$ cat src/rtl/branch_predictor_pkg.sv
`default_nettype none
// ============================================================================
// branch_predictor_pkg : shared defaults, counter constants, update actions
// Revision: 1.0
// ============================================================================
package branch_predictor_pkg;

   localparam int c_DEF_ADDR_WIDTH = 32;
   localparam int c_DEF_INDEX_BITS = 4;
   localparam int c_DEF_CTR_BITS   = 2;

   typedef enum logic [1:0] {
      UPD_NONE  = 2'd0,
      UPD_INC   = 2'd1,
      UPD_DEC   = 2'd2,
      UPD_ALLOC = 2'd3
   } upd_action_e;

   // Weakly not taken: just below the taken threshold.
   function automatic int ctr_init_val(input int bits);
      return (1 << (bits - 1)) - 1;
   endfunction

   // Weakly taken: the taken threshold itself.
   function automatic int ctr_alloc_val(input int bits);
      return 1 << (bits - 1);
   endfunction

endpackage
`default_nettype wire

$ cat src/rtl/branch_predictor_if.sv
`default_nettype none
// ============================================================================
// branch_predictor_if : IF lookup, ID resolve/update and redirect signals
// Revision: 1.0
// ============================================================================
interface branch_predictor_if
   import branch_predictor_pkg::*;
#(
   parameter int ADDR_WIDTH = c_DEF_ADDR_WIDTH
);
   logic [ADDR_WIDTH-1:0] lookup_pc;
   logic                  pred_taken;
   logic [ADDR_WIDTH-1:0] pred_target;
   logic                  upd_valid;
   logic [ADDR_WIDTH-1:0] upd_pc;
   logic                  upd_taken;
   logic [ADDR_WIDTH-1:0] upd_target;
   logic                  upd_pred_taken;
   logic [ADDR_WIDTH-1:0] upd_pred_target;
   logic                  flush_all;
   logic                  redirect;
   logic [ADDR_WIDTH-1:0] redirect_addr;
   logic [31:0]           mispredict_cnt;

   modport master (
      output lookup_pc, upd_valid, upd_pc, upd_taken, upd_target,
             upd_pred_taken, upd_pred_target, flush_all,
      input  pred_taken, pred_target, redirect, redirect_addr, mispredict_cnt
   );

   modport slave (
      input  lookup_pc, upd_valid, upd_pc, upd_taken, upd_target,
             upd_pred_taken, upd_pred_target, flush_all,
      output pred_taken, pred_target, redirect, redirect_addr, mispredict_cnt
   );
endinterface
`default_nettype wire

$ cat src/rtl/branch_predictor_sat_counter.sv
`default_nettype none
// ============================================================================
// sat_counter : up/down counter saturating at 0 and 2^CTR_BITS-1, with load
// Revision: 1.0
// ============================================================================
module sat_counter #(
   parameter int                  CTR_BITS  = 2,
   parameter logic [CTR_BITS-1:0] RESET_VAL = '0
) (
   input  wire logic                clk,
   input  wire logic                rst_n,
   input  wire logic                i_inc,
   input  wire logic                i_dec,
   input  wire logic                i_load,
   input  wire logic [CTR_BITS-1:0] i_load_val,
   output logic      [CTR_BITS-1:0] o_count
);
   localparam logic [CTR_BITS-1:0] c_MAX = '1;

   logic [CTR_BITS-1:0] r_count;

   always_ff @(posedge clk or negedge rst_n) begin
      if (!rst_n) begin
         r_count <= RESET_VAL;
      end else if (i_load) begin
         r_count <= i_load_val;
      end else if (i_inc && !i_dec) begin
         if (r_count != c_MAX) r_count <= r_count + 1'b1;
      end else if (i_dec && !i_inc) begin
         if (r_count != '0) r_count <= r_count - 1'b1;
      end
   end

   assign o_count = r_count;
endmodule
`default_nettype wire

$ cat src/rtl/branch_predictor.sv
`default_nettype none
// ============================================================================
// branch_predictor : direct-mapped BTB with per-entry direction counters
// Revision: 1.0
// ============================================================================
module branch_predictor
   import branch_predictor_pkg::*;
#(
   parameter int ADDR_WIDTH = c_DEF_ADDR_WIDTH,
   parameter int INDEX_BITS = c_DEF_INDEX_BITS,
   parameter int CTR_BITS   = c_DEF_CTR_BITS
) (
   input wire logic          clk,
   input wire logic          rst_n,
   branch_predictor_if.slave bp
);
   localparam int c_ENTRIES = 1 << INDEX_BITS;
   localparam int c_TAG_W   = ADDR_WIDTH - INDEX_BITS - 2;
   localparam int c_TGT_W   = ADDR_WIDTH - 2;
   localparam logic [CTR_BITS-1:0] c_CTR_INIT  = CTR_BITS'(ctr_init_val(CTR_BITS));
   localparam logic [CTR_BITS-1:0] c_CTR_ALLOC = CTR_BITS'(ctr_alloc_val(CTR_BITS));

   logic [c_ENTRIES-1:0] r_valid;
   logic [c_TAG_W-1:0]   r_tag    [c_ENTRIES];
   logic [c_TGT_W-1:0]   r_target [c_ENTRIES];
   logic [CTR_BITS-1:0]  w_ctr    [c_ENTRIES];

   logic [INDEX_BITS-1:0] w_lk_idx;
   logic [c_TAG_W-1:0]    w_lk_tag;
   logic                  w_lk_hit;
   logic [CTR_BITS-1:0]   w_lk_ctr;
   logic                  w_pred_taken;

   logic [INDEX_BITS-1:0] w_up_idx;
   logic [c_TAG_W-1:0]    w_up_tag;
   logic                  w_up_hit;
   upd_action_e           w_action;

   logic                  w_mispredict;
   logic [ADDR_WIDTH-1:0] w_correct_addr;

   logic                  r_redirect;
   logic [ADDR_WIDTH-1:0] r_redirect_addr;
   logic [31:0]           r_mispredict_cnt;

   assign w_lk_idx     = bp.lookup_pc[INDEX_BITS+1:2];
   assign w_lk_tag     = bp.lookup_pc[ADDR_WIDTH-1:INDEX_BITS+2];
   assign w_lk_hit     = r_valid[w_lk_idx] && (r_tag[w_lk_idx] == w_lk_tag);
   assign w_lk_ctr     = w_ctr[w_lk_idx];
   assign w_pred_taken = w_lk_hit && w_lk_ctr[CTR_BITS-1];

   assign bp.pred_taken  = w_pred_taken;
   assign bp.pred_target = w_pred_taken ? {r_target[w_lk_idx], 2'b00}
                                        : bp.lookup_pc + ADDR_WIDTH'(4);

   assign w_up_idx = bp.upd_pc[INDEX_BITS+1:2];
   assign w_up_tag = bp.upd_pc[ADDR_WIDTH-1:INDEX_BITS+2];
   assign w_up_hit = r_valid[w_up_idx] && (r_tag[w_up_idx] == w_up_tag);

   // Flush suppresses training entirely; a not-taken miss leaves the table alone.
   always_comb begin
      w_action = UPD_NONE;
      if (bp.upd_valid && !bp.flush_all) begin
         if (w_up_hit)          w_action = bp.upd_taken ? UPD_INC : UPD_DEC;
         else if (bp.upd_taken) w_action = UPD_ALLOC;
      end
   end

   for (genvar gi = 0; gi < c_ENTRIES; gi++) begin : g_entry
      logic w_sel;
      assign w_sel = (w_up_idx == INDEX_BITS'(gi));

      sat_counter #(
         .CTR_BITS  (CTR_BITS),
         .RESET_VAL (c_CTR_INIT)
      ) u_ctr (
         .clk        (clk),
         .rst_n      (rst_n),
         .i_inc      (w_sel && (w_action == UPD_INC)),
         .i_dec      (w_sel && (w_action == UPD_DEC)),
         .i_load     (w_sel && (w_action == UPD_ALLOC)),
         .i_load_val (c_CTR_ALLOC),
         .o_count    (w_ctr[gi])
      );
   end

   always_ff @(posedge clk or negedge rst_n) begin
      if (!rst_n) begin
         r_valid <= '0;
         for (int i = 0; i < c_ENTRIES; i++) begin
            r_tag[i]    <= '0;
            r_target[i] <= '0;
         end
      end else begin
         if (bp.flush_all) begin
            r_valid <= '0;
         end else if (w_action == UPD_ALLOC) begin
            r_valid[w_up_idx] <= 1'b1;
            r_tag[w_up_idx]   <= w_up_tag;
         end
         if ((w_action == UPD_INC) || (w_action == UPD_ALLOC)) begin
            r_target[w_up_idx] <= bp.upd_target[ADDR_WIDTH-1:2];
         end
      end
   end

   // The redirect path ignores flush_all: a wrong carried prediction still needs a refetch.
   assign w_mispredict   = bp.upd_valid &&
                           ((bp.upd_taken != bp.upd_pred_taken) ||
                            (bp.upd_taken && (bp.upd_target != bp.upd_pred_target)));
   assign w_correct_addr = bp.upd_taken ? bp.upd_target : bp.upd_pc + ADDR_WIDTH'(4);

   always_ff @(posedge clk or negedge rst_n) begin
      if (!rst_n) begin
         r_redirect       <= 1'b0;
         r_redirect_addr  <= '0;
         r_mispredict_cnt <= '0;
      end else begin
         r_redirect <= w_mispredict;
         if (w_mispredict) begin
            r_redirect_addr  <= w_correct_addr;
            r_mispredict_cnt <= r_mispredict_cnt + 32'd1;
         end
      end
   end

   assign bp.redirect       = r_redirect;
   assign bp.redirect_addr  = r_redirect_addr;
   assign bp.mispredict_cnt = r_mispredict_cnt;
endmodule
`default_nettype wire

$ cat src/flat_wrapper.sv
// flat-port wrapper written by rule: the top's interface ports become plain ports
module branch_predictor_flat import branch_predictor_pkg::*;
#(
   parameter int ADDR_WIDTH = c_DEF_ADDR_WIDTH,
   parameter int INDEX_BITS = c_DEF_INDEX_BITS,
   parameter int CTR_BITS   = c_DEF_CTR_BITS
)
  (clk, rst_n, bp_lookup_pc, bp_upd_valid, bp_upd_pc, bp_upd_taken, bp_upd_target, bp_upd_pred_taken, bp_upd_pred_target, bp_flush_all, bp_pred_taken, bp_pred_target, bp_redirect, bp_redirect_addr, bp_mispredict_cnt);
  branch_predictor_if #(.ADDR_WIDTH(ADDR_WIDTH)) bp_i ();
  input wire logic clk;
  input wire logic rst_n;
  input wire logic [$bits(bp_i.lookup_pc)-1:0] bp_lookup_pc;
  input wire logic [$bits(bp_i.upd_valid)-1:0] bp_upd_valid;
  input wire logic [$bits(bp_i.upd_pc)-1:0] bp_upd_pc;
  input wire logic [$bits(bp_i.upd_taken)-1:0] bp_upd_taken;
  input wire logic [$bits(bp_i.upd_target)-1:0] bp_upd_target;
  input wire logic [$bits(bp_i.upd_pred_taken)-1:0] bp_upd_pred_taken;
  input wire logic [$bits(bp_i.upd_pred_target)-1:0] bp_upd_pred_target;
  input wire logic [$bits(bp_i.flush_all)-1:0] bp_flush_all;
  output wire logic [$bits(bp_i.pred_taken)-1:0] bp_pred_taken;
  output wire logic [$bits(bp_i.pred_target)-1:0] bp_pred_target;
  output wire logic [$bits(bp_i.redirect)-1:0] bp_redirect;
  output wire logic [$bits(bp_i.redirect_addr)-1:0] bp_redirect_addr;
  output wire logic [$bits(bp_i.mispredict_cnt)-1:0] bp_mispredict_cnt;
  assign bp_i.lookup_pc = bp_lookup_pc;
  assign bp_i.upd_valid = bp_upd_valid;
  assign bp_i.upd_pc = bp_upd_pc;
  assign bp_i.upd_taken = bp_upd_taken;
  assign bp_i.upd_target = bp_upd_target;
  assign bp_i.upd_pred_taken = bp_upd_pred_taken;
  assign bp_i.upd_pred_target = bp_upd_pred_target;
  assign bp_i.flush_all = bp_flush_all;
  assign bp_pred_taken = bp_i.pred_taken;
  assign bp_pred_target = bp_i.pred_target;
  assign bp_redirect = bp_i.redirect;
  assign bp_redirect_addr = bp_i.redirect_addr;
  assign bp_mispredict_cnt = bp_i.mispredict_cnt;
  branch_predictor #(.ADDR_WIDTH(ADDR_WIDTH), .INDEX_BITS(INDEX_BITS), .CTR_BITS(CTR_BITS)) u_core (.clk(clk), .rst_n(rst_n), .bp(bp_i));
endmodule
$ cat config.mk
export PLATFORM = sky130hd
export DESIGN_NAME = branch_predictor_flat
export DESIGN_NICKNAME = d
export VERILOG_FILES = /design/src/rtl/branch_predictor_pkg.sv /design/src/rtl/branch_predictor_if.sv /design/src/rtl/branch_predictor_sat_counter.sv /design/src/rtl/branch_predictor.sv /design/src/flat_wrapper.sv
export SDC_FILE = /design/constraint.sdc
export NUM_CORES = 2
export LEC_CHECK = 0
export CAP_MARGIN = 20
export CORE_MARGIN = 2
export CORE_UTILIZATION = 34
export CTS_CLUSTER_DIAMETER = 40
export CTS_CLUSTER_SIZE = 25
export DETAILED_ROUTE_END_ITERATION = 8
export GPL_TIMING_DRIVEN = 0
export SYNTH_ARGS = -nofsm -noshare
export SYNTH_HDL_FRONTEND = slang
export SYNTH_SLANG_ARGS = --single-unit
$ cat constraint.sdc
create_clock -name clk -period 9.22 [get_ports clk]
set_clock_uncertainty 0.15 [all_clocks]
set_input_delay 1.844 -clock clk [delete_from_list [all_inputs] [get_ports clk]]
set_output_delay 1.844 -clock clk [all_outputs]
set_load 0.02 [all_outputs]
# == Yosys cells after proc, flatten, opt, wreduce, memory -nomap -nowiden ==
# Index checks and enable logic that the tools add are counted.
# op_classes
n_addsub,35
magnitude_cmp,6
n_eq_ne,54
n_mux,112
bitwise_logic,4
n_reduce_logical,190
# op_table
op,n
bitwise mux 480 bit,1
bitwise mux 416 bit,1
binary-select mux 26 bit (select 4 bit),2
2-to-1 mux 2 bit,86
2-to-1 mux 26 bit,5
binary-select mux 30 bit (select 4 bit),1
demux 30 bit (select 4 bit),1
demux 26 bit (select 4 bit),1
nonzero test 3 bit,32
2-to-1 mux 30 bit,3
logical AND 1 bit,88
adder 32 x 3 -> 32 bit (second input constant),2
2-to-1 mux 32 bit,2
== test 26 bit,2
inequality test 3 x 2 -> 1 bit (second input constant),16
AND reduction 3 bit,16
nonzero test 2 bit,17
logical NOT 1 bit,33
adder 2 x 1 -> 2 bit (second input constant),16
adder 32 x 1 -> 32 bit (second input constant),1
== test 4 bit (second input constant),8
2-to-1 mux 16 bit,2
inequality test 2 bit (second input constant),16
inequality test 32 bit,1
other kinds (21),48
# totals
ff_bits,1009
output_inout_bits,98
wordCells,453

# == Logic depth before layout (Yosys ltp) ==
# logic_depth
depth_word,15
ltp_mapped,15
mapped_depth_nobuf,9

# == By module ==
# From an unflattened synthesis, not the netlist that was laid out.
# unflattened
cells_unflattened,4780
hier_area_um2,54813.8
# modules_own_cells
mod,instances,cells_per_inst,area_each_um2,seq_area_each_um2
branch_predictor,1,4556,52711.8,24448.4
sat_counter,16,14,131.4,51.3

# == Worst setup path before layout ==
# OpenSTA, ideal clock, no wires.
# synth_path
path_type,input port to output port
start,in bp_lookup_pc[2]
end,out bp_pred_target[2]
t_arrival_ps,4789
required_ps,7226
path_slack_ps,2437
path_stages,10
path_cell_list,clkbuf_1 buf_2 buf_2 mux4_2 mux4_2 xor2_1 nor4_1 nand4_1 buf_2 mux2i_1
# synth_between
elab_chain_cells,8
word_cells_on_any_way,17
classes_between,1 x add/sub; 1 x eq/ne; 12 x mux; 1 x bitwise; 2 x reduce/logical
# synth_lines
element,line,text
start: declaration,flat_wrapper.sv:12,input wire logic [$bits(bp_i.lookup_pc)-1:0] bp_lookup_pc;
inverter 4 -> 5 bit (implied by the code),"branch_predictor.sv:48, branch_predictor.sv:49, branch_predictor.sv:53",
binary-select mux 26 bit (select 4 bit),branch_predictor.sv:48,assign w_lk_hit = r_valid[w_lk_idx] && (r_tag[w_lk_idx] == w_lk_tag);
2-to-1 mux 26 bit (implied by the code) (2 in a row),branch_predictor.sv:48,
== test 26 bit,branch_predictor.sv:48,
logical AND 1 bit,branch_predictor.sv:48,
logical AND 1 bit,branch_predictor.sv:50,assign w_pred_taken = w_lk_hit && w_lk_ctr[CTR_BITS-1];
2-to-1 mux 32 bit *,branch_predictor.sv:53,"assign bp.pred_target = w_pred_taken ? {r_target[w_lk_idx], 2'b00}"
end: declaration,flat_wrapper.sv:21,output wire logic [$bits(bp_i.pred_target)-1:0] bp_pred_target;
# Mark *: on every way between the ends. The rest lies on a longest branch, timed or not. The select of a mux whose other input is x is not followed.

# == Worst setup path in the final report ==
# layout_path
start,in bp_lookup_pc[3]
end,out bp_pred_target[28]
# Same word-level chain as after synthesis.

==> metrics <==
CP peak stage delay 760 ps; syn_nets ~4,600; Fin. Hold Viols 0; Buf+Inv Stages, Crit Path 8; Root Driver clkbuf_16; Max Clk Rate 108 MHz; syn avg cell area ~12 µm²; Sink Count 1,009; GR Overflow Total 0; highest-delay cell along the critical path buf_1; reg2reg path depth 10; final setup fails 8; Hold WC Path Type flop to flop; Clock Path Buffers 3; total track usage 0.256; leakage 29.9 nW; cell area after synthesis 0.0534 mm²; most common cell in the netlist nand2_1; hold path startpoint u_core.r_target[55]; # Max-Cap Violations 0; fin crit period 9260 ps; worst skew pair latency around 800 ps; share of synthesized registers carrying an async set or reset 1.00; Worst slew margin 0.115; Final Worst Setup Slack -42.4 ps; status finished with violations; unrepaired setup endpoints after global routing true; clk slew on worst S/H paths 50 ps; Seq/Total Area, Yosys 0.473; Iter 0 DRT Violations approximately 4,500; worst endpoint required time just over 7000 ps; first-pass GRT wire length about 290,000 µm; worst-path maximum fanout 10; synthesized instance count between 4,000 and 5,000; DR pass1 iterations 9; largest cells by area after synthesis dfrtp_1 47%, mux4_2 15%, nand2_1 9.3%, mux2_2 7.8%, mux2_4 5.6%; largest net degree at the start of global routing 169; die footprint 0.160 mm²; Post-synth EDFFs 0; HPWL after DPL 150,000 µm; total net switching power 0.00404 W; PwrDens roughly 220 mW/mm²; reg-to-reg endpoint u_core.r_tag[318]; DP Area 0.0584 mm²; Final ANT Viol Nets 0; Synth top area share 0.465; Rows 145; total CTS buffers 160; FILL cells roughly 15,000; failing checks setup timing; hold worst-path end u_core.r_target[55]; Ports 232; Synth area leader dfrtp_1; Area growth, synth to finish 20.4%; antenna violations before repair 16; drt total wl 208,000 µm; Switching Share 0.287; via count 40,400; Crit path top cell by count clkbuf_1; #FFs+latches synth 1,009; Seq pwr share 0.385; Final nets 4,995; # DRC 0; Clock Power Share 0.457; Worst R2R Setup Slack about 4700 ps; Die W about 400 µm; Max VDD drop 0.000182 V; final instance area between 0.06 and 0.07 mm²; CTS tree yes; cell breakdown of the critical path clkdlybuf4s50_1, clkbuf_1, buf_2, buf_2, clkbuf_1, clkbuf_1, buf_1, mux4_2, mux4_2, mux2_2, clkdlybuf4s50_1; startpoint types input port; CP delay by family, top buffers and inverters; slew at the pin with the worst max-slew slack 1320 ps; Worst Setup End Kind output pin; Die Height 400 µm; Post-Place Worst Slack -1040 ps; Worst Path Arrival 7270 ps; core area around 0.16 mm²; wire length per cell 29.4 µm; Main synth FF type dfrtp_1; number of port buffers approximately 190; Synth warnings 0; Reg2Reg Launch Point u_core.r_tag[179]; vias per cell around 5.7; Crit Path Category input port to output pin; Final Cycle Share 1.00; top cell types by occurrence after synthesis 1,319 x nand2_1, 993 x dfrtp_1, 372 x mux2_2, 360 x mux4_2, 268 x clkbuf_1; Int Pwr 0.0100 W; WHS Path Cells 2; share of layout cells above drive strength 1 0.281; Combinational Power Share 0.158; routability cong. 0.990; post-synthesis cell type count 79; number of global-route vias before repair 39,700; Slew Limit Fails 0; Initial Util 0.342; H-tree Lvls 4
power groups by stage:
| stage | clock network, W | logic, W | registers [W] |
|---|---|---|---|
| after CTS | 0.00648 | 0.00220 | 0.00539 |
| after global placement | 0 | 0.00213 | 0.00547 |
| after floorplan | 0 | 0.00136 | 0.00536 |
| after detailed placement | 0 | 0.00219 | 0.00546 |
| final | 0.00644 | 0.00223 | 0.00542 |
| after global routing | 0.00670 | 0.00236 | 0.00547 |
kinds of logic after synthesis:
group	after synthesis	share of synthesized area
compound gates	248	0.0300
xor+xnor	166	0.0272
fa+ha+maj	6	0.00141
buf+inv	409	0.0396
flops	1009	0.473
mux	1020	0.303
simple gates	1612	0.125
layout by cell type, fill, tap and decap left out, drive strengths merged, types with 6 or more instances in the layout:
| cell type | synthesis | routed |
|---|---|---|
| dfrtp | 993 | 993 |
| ha | 6 | 6 |
| mux2 | 573 | 573 |
| dfstp | 16 | 16 |
| diode | 0 | 6 |
| nand2 | 1334 | 1334 |
| xor2 | 57 | 57 |
| clkdlybuf4s50 | 0 | 191 |
| o211ai | 15 | 15 |
| nor2 | 89 | 89 |
| nand4 | 29 | 29 |
| mux4 | 362 | 362 |
| nor2b | 12 | 12 |
| clkinv | 3 | 50 |
| and2 | 15 | 15 |
| inv | 22 | 47 |
| xnor2 | 109 | 109 |
| clkbuf | 268 | 462 |
| buf | 116 | 142 |
| and3 | 29 | 29 |
| o31ai | 19 | 19 |
| a31oi | 11 | 11 |
| o21ai | 78 | 78 |
| o22ai | 9 | 9 |
| mux2i | 85 | 85 |
| nor4 | 9 | 9 |
| a21oi | 44 | 44 |
| nand3 | 50 | 50 |
| nor3 | 18 | 18 |
| bufinv | 0 | 18 |
| clkinvlp | 0 | 16 |
| a22oi | 26 | 26 |
area by class of cell:
type	count	area, µm²	area share
diodes	6	15.0	0.000233
plain buffers	384	2080	0.0323
clock buffers	192	4330	0.0673
clock inverters	106	1440	0.0225
inverters	25	93.8	0.00146
multi-input cells	3052	26100	0.405
flip-flops and latches	1009	25300	0.393
well taps	2058	2570	0.0400
repair buffers	223	2440	0.0379
worst reg2reg max path, delay by kind of cell (launching register included):
kind	cells	cell delay, ps
multiplexers	3	1260
AO/OA/AOI/OAI	3	1090
AND/OR/NAND/NOR	3	1060
buffers and inverters	1	410
flip-flops	1	400
repair_timing:
item / in CTS / in global routing
buffers inserted: 2 / 0
endpoints found under the hold margin: 0 / 0
pin swaps: 1 / 0
hold buffers: 0 / 0
resized for setup: 21 / 12
setup endpoints to repair: 33 / 20
flip-flops by register name, indices dropped and copies added, names as in the netlist:
register and count:
u_core.bp.redirect_addr 32, u_core.g_entry.u_ctr.o_count 32, u_core.bp.redirect 1, u_core.r_target 480, u_core.r_tag 416, u_core.bp.mispredict_cnt 32
u_core.r_valid 16
routing by layer:
metal	wire, µm	track usage	vias up
met1	83500	0.342	21000
met2	90300	0.378	2345
met3	24100	0.0863	524
met5	135	0	-
met4	9610	0.109	18
li1	-	-	16400
per-stage QoR:
| stage | TNS (ps) | cells | hold WS [ps] | total power, W | utilization |
|---|---|---|---|---|---|
| 6_report | -181 | 7055 | 319 | 0.0141 | 0.412 |
| 5_1_grt | -14.3 | 7050 | 339 | 0.0145 | 0.412 |
| 4_1_cts | -160 | 7047 | 322 | 0.0141 | 0.411 |
| 3_5_place_dp | -30440 | 6747 | 308 | 0.00765 | 0.374 |
| 3_3_place_gp | - | 6720 | 303 | 0.00760 | 0.371 |
| 2_1_floorplan | 0 | 4470 | 291 | 0.00672 | - |
worst max-delay path by stage:
stage                               start                   to  slack [ps]  cells past startpoint
after floorplan           bp_lookup_pc[2]    bp_pred_target[2]        2440                     10
after global placement              rst_n  u_core.r_target[68]      -40830                      1
after detailed placement  bp_lookup_pc[3]    bp_pred_target[9]       -1040                     14
after CTS                 bp_lookup_pc[3]    bp_pred_target[5]         -50                     11
after global routing      bp_lookup_pc[3]   bp_pred_target[30]         -10                     11
final                     bp_lookup_pc[3]   bp_pred_target[28]         -40                     11
Power figures use the tool's default switching activity.
